`config.mk`:
```
export PLATFORM = sky130hd
export DESIGN_NAME = serial_negate_ctrl
export DESIGN_NICKNAME = d
export VERILOG_FILES = /design/src/rtl/serial_neg_pkg.sv /design/src/rtl/serial_tc_cell.sv /design/src/rtl/serial_negate_ctrl.sv
export SDC_FILE = /design/constraint.sdc
export NUM_CORES = 1
export LEC_CHECK = 0
export CAP_MARGIN = 20
export CORE_ASPECT_RATIO = 0.5
export CORE_UTILIZATION = 23
export CTS_BUF_LIST = sky130_fd_sc_hd__clkbuf_4
export DETAILED_ROUTE_END_ITERATION = 10
export PLACE_DENSITY = 0.38
export SETUP_SLACK_MARGIN = 0.05
export SYNTH_ARGS = -nofsm -noshare
export SYNTH_HDL_FRONTEND = slang
export SYNTH_SLANG_ARGS = --single-unit
export TNS_END_PERCENT = 100
```
`constraint.sdc`:
```
create_clock -name clk -period 1.9 [get_ports clk]
set_input_delay 0.38 -clock clk [delete_from_list [all_inputs] [get_ports clk]]
set_output_delay 0.38 -clock clk [all_outputs]
set_load 0.02 [all_outputs]
```
`src/rtl/serial_neg_pkg.sv`:
```
// Shared types and sizing helpers for the bit-serial two's-complement negator.
package serial_neg_pkg;

  typedef enum logic [1:0] {IDLE, SHIFT, DONE} sn_state_t;

  function automatic int cnt_w(input int width);
    return (width > 1) ? $clog2(width) : 1;
  endfunction

endpackage

```
`src/rtl/serial_tc_cell.sv`:
```
// Bit-serial two's-complement cell: passes bits until the first 1, inverts afterwards.
// Output is combinational from b_in; seen_one is registered, clr is synchronous.
module serial_tc_cell (
  input  logic clk,
  input  logic reset,
  input  logic clr,
  input  logic b_in,
  output logic b_out
);

  logic r_seen_one;

  always_ff @(posedge clk or posedge reset) begin
    if (reset) begin
      r_seen_one <= 1'b0;
    end else if (clr) begin
      r_seen_one <= 1'b0;
    end else begin
      r_seen_one <= r_seen_one | b_in;
    end
  end

  assign b_out = r_seen_one ? ~b_in : b_in;

endmodule

```
`src/rtl/serial_negate_ctrl.sv`:
```
// Word-level negator around serial_tc_cell: result valid WIDTH edges after accept, held until out_ready.
// One word in flight (in_ready only in IDLE); optional ovf output with SERIAL_NEG_OVF_EN.
module serial_negate_ctrl
  import serial_neg_pkg::*;
#(
  parameter int WIDTH = 8
) (
  input  logic             clk,
  input  logic             reset,
  input  logic             in_valid,
  output logic             in_ready,
  input  logic [WIDTH-1:0] in_data,
  output logic             out_valid,
  input  logic             out_ready,
  output logic [WIDTH-1:0] out_data,
  output logic             busy
`ifdef SERIAL_NEG_OVF_EN
  ,
  output logic             ovf
`endif
);

  localparam int CNT_W = cnt_w(WIDTH);
  localparam logic [CNT_W-1:0] LAST_CNT = CNT_W'(WIDTH - 1);

  sn_state_t        r_state;
  sn_state_t        w_state_nxt;
  logic [WIDTH-1:0] r_src;
  logic [WIDTH-1:0] r_res;
  logic [CNT_W-1:0] r_cnt;
  logic             w_accept;
  logic             w_last;
  logic             w_cell_in;
  logic             w_cell_out;

  assign w_accept  = (r_state == IDLE) && in_valid;
  assign w_last    = (r_cnt == LAST_CNT);
  assign w_cell_in = (r_state == SHIFT) ? r_src[0] : 1'b0;

  always_ff @(posedge clk or posedge reset) begin
    if (reset) begin
      r_state <= IDLE;
    end else begin
      r_state <= w_state_nxt;
    end
  end

  always_comb begin
    w_state_nxt = r_state;
    case (r_state)
      IDLE:    if (in_valid)  w_state_nxt = SHIFT;
      SHIFT:   if (w_last)    w_state_nxt = DONE;
      DONE:    if (out_ready) w_state_nxt = IDLE;
      default: w_state_nxt = IDLE;
    endcase
  end

  // in_ready is masked by reset so a producer never sees an accept during reset.
  always_comb begin
    in_ready  = (r_state == IDLE) && !reset;
    out_valid = (r_state == DONE);
    busy      = (r_state == SHIFT) || (r_state == DONE);
  end

  always_ff @(posedge clk or posedge reset) begin
    if (reset) begin
      r_src <= '0;
      r_res <= '0;
      r_cnt <= '0;
    end else begin
      case (r_state)
        IDLE: begin
          if (in_valid) begin
            r_src <= in_data;
            r_cnt <= '0;
          end
        end
        SHIFT: begin
          r_src <= r_src >> 1;
          r_res <= {w_cell_out, r_res[WIDTH-1:1]};
          if (!w_last) r_cnt <= r_cnt + CNT_W'(1);
        end
        default: ;
      endcase
    end
  end

  assign out_data = r_res;

  serial_tc_cell u_cell (
    .clk   (clk),
    .reset (reset),
    .clr   (w_accept),
    .b_in  (w_cell_in),
    .b_out (w_cell_out)
  );

`ifdef SERIAL_NEG_OVF_EN
  localparam logic [WIDTH-1:0] MIN_NEG = {1'b1, {(WIDTH-1){1'b0}}};
  logic r_ovf;

  always_ff @(posedge clk or posedge reset) begin
    if (reset) begin
      r_ovf <= 1'b0;
    end else if (w_accept) begin
      r_ovf <= (in_data == MIN_NEG);
    end else if ((r_state == DONE) && out_ready) begin
      r_ovf <= 1'b0;
    end
  end

  assign ovf = r_ovf;
`endif

endmodule

```
==> results_dict.tcl <==
set metrics [dict create \
    status "completed" \
    numCtsBuffers 3 \
    synth_most_common_cell "dfrtp_1" \
    max_freq_ghz 0.569 \
    synth_enable_flop_cells 0 \
    holdBufCountCts 0 \
    dp_worst_setup_slack_ns -0.00117 \
    avgSynthCellArea_um2 11.2 \
    wirelength_mm 2.42 \
    ys_types 22 \
    grt_pass1_vias 826 \
    synth_nets 124 \
    synthMuxAreaShare_pct 9.64 \
    io_buffers 22 \
    die_y_um 52.4 \
    path_delay_family "flip-flops" \
    ctsResizeCount 7 \
    final.setup.worst_slack_ns 0.144 \
    setup_viol 0 \
    power_w 0.00241 \
    synth_common_cells "dfrtp_1, mux2_2, nand2b_1" \
    antenna_found_initial 0 \
    async_reset_ff_share_pct 100 \
    netlist_area_mm2 0.00117 \
    synthAdderAreaFrac_pct 8.57 \
    rsz0062_at_grt "false" \
    p_leak_nw 0.669 \
    cap_viol_max_count 0 \
    route.detailed.drc 0 \
    crit_start "r_state[1]$_DFFE_PP0P_" \
    synth_top_area_share_pct 47.1 \
    cts_root_buf "clkbuf_4" \
    stdcell_count 199 \
    worst-path-max-fanout 4 \
    rr_startpoint "r_cnt[0]$_DFFE_PP0P_" \
    ioPinCount 23 \
    gp_congestion 0.741 \
    finalCritPeriodShare_pct 92.4 \
    synth_warnings 0 \
    slew_headroom_pct 74.9 \
    yosysTopAreaCell "dfrtp_1" \
    arrival_ns 1.38 \
    diodes 0 \
    grt-ovfl-total 0 \
    routed.top_layer "met4" \
    die_area_mm2 0.00539 \
    synth_top_family_by_area "compound AO/OA/AOI/OAI gates" \
    dr_wl_met2_mm 1.04 \
    hold_class "input port to async pin" \
    nNetsFinal 154 \
    worstPathRequired_ns 1.52 \
    clock_latency_ns 0.31 \
    power.density_mw_per_mm2 1590 \
    worst_path_largest_cell_delay_ns 0.40 \
    vias 871 \
    postCtsSetupRepairBufs 0 \
    placed_cells 195 \
    ant_nets 0 \
    seq_area_frac_synth_pct 47.1 \
    synth_compound_area_share_pct 15.8 \
    finalHoldViolations 0 \
    drive_above_1_share_pct 22.6 \
    drt-initial-drc-count 33 \
    synth-seq-cells 22 \
    cts_sinks 22 \
    htreeDepth 1 \
    viasPerCell 4.38 \
    grt_use_total_pct 9.97 \
    tightest_slew_ns 0.377 \
    tritoncts "built" \
    crit_slowest_cell "dfrtp_1" \
    grt_max_degree 23 \
    wl_met1_mm 1.27 \
    ys_top_cells_by_area "dfrtp_1, mux2_2, ha_1" \
    core_area_mm2 0.00464 \
    drt_pre_antenna_iters 4 \
    initial_core_util_pct 25.2 \
    end_kind "primary output" \
    postSynthCellCount 104 \
    path_cells "inv_2 -> ha_2 -> clkdlybuf4s15_1" \
    synth_flop_cell "dfrtp_1" \
    grt_pass1_wl_mm 4.02 \
    synth_xor_area_share_pct 0 \
    yosys.area_share.simple_pct 12.7 \
    fp.dieW_um 103 \
    crit_type "flop to primary output" \
    wl_per_cell_um 12.2 \
    setup.worst_path.start_class "flop" \
    ir_drop_uv 616 \
    crit_buf_inv 2 \
    report.final.slew_viol_count 0 \
    wl_met3_um 84 \
    utilization_pct 32.8 \
    clkTransAtPathRegs_ns 0.12 \
    fin_skew_ns 0.00213 \
    period_minus_slack_ns 1.76 \
    clk_path_buf_depth 2 \
    place_hpwl_mm 1.69 \
    areaGrowthSynthToFinish_pct 30.1 \
    row_count 17 \
]
layout by cell type (no fill, tap or decap), types with 2 or more instances in the layout:
master,instances
dfrtp_1,22
clkdlybuf4s50_1,19
mux2_2,10
buf_4,10
nand2b_1,9
a21oi_1,8
nand3_1,7
a221o_1,7
ha_1,7
nand2_1,5
inv_1,4
o21ai_0,4
nor2b_1,3
a22o_1,3
clkbuf_4,3
inv_2,2
tightest hold or removal path: stages:
cell and delay (ns):
clkdlybuf4s50_1 0.42, inv_1 0.06, buf_4 0.29
state kept, by name (all words and copies together), names as in the netlist:
register and cells:
out_data 8, r_cnt 3, u_cell.r_seen_one 1, r_state 2
r_src 8
layer usage:
layer,track usage [%],vias up
li1,-,429
met1,13.5,426
met2,15.8,14
met3,2.53,2
met4,2.82,0
met5,0,-
cells by family after synthesis:
kind of cell | after synthesis
buffers and inverters | 13
muxes | 10
AOI/OAI and AO/OA | 25
and+or+nand+nor | 26
DFF | 22
adders and majority gates | 8
final timing paths:
check	end	slack [ns]	depth (start not counted)
min in group clk	out_data[0]$_DFFE_PP0N_	0.52	1
worst max register to register	r_state[1]$_DFFE_PP0P_	0.19	5
worst min register to register	out_data[0]$_DFFE_PP0N_	0.52	1
worst max-delay path	busy	0.14	3
max in group asynchronous	out_data[2]$_DFFE_PP0N_	1.25	3
worst min-delay path	r_state[0]$_DFFE_PP0P_	0.43	3
power breakdown:
| group | switching, W | leakage [nW] | internal (W) |
|---|---|---|---|
| clock network | 0.000146 | 0.0154 | 0.0000767 |
| registers | 0.000144 | 0.281 | 0.000673 |
| logic | 0.000648 | 0.372 | 0.000726 |
per-stage QoR:
| step | TNS (ns) | instance area [µm²] | hold slack (ns) |
|---|---|---|---|
| finish | 0 | 1520 | 0.429 |
| floorplan | 0 | 1170 | 0.369 |
| CTS | 0 | 1530 | 0.433 |
| detailed placement | -0.00117 | 1500 | 0.495 |
| global placement | 0 | 1500 | 0.496 |
| global route | 0 | 1520 | 0.453 |
final cells by class:
type	instances	area, µm²
fillers	491	3120
clock buffers	3	22.5
multi-input cells	69	549
well taps	66	82.6
clock inverters	1	3.75
repair buffers	32	289
inverters	6	22.5
flip-flops and latches	22	551
(Power assumes the default switching activity.)
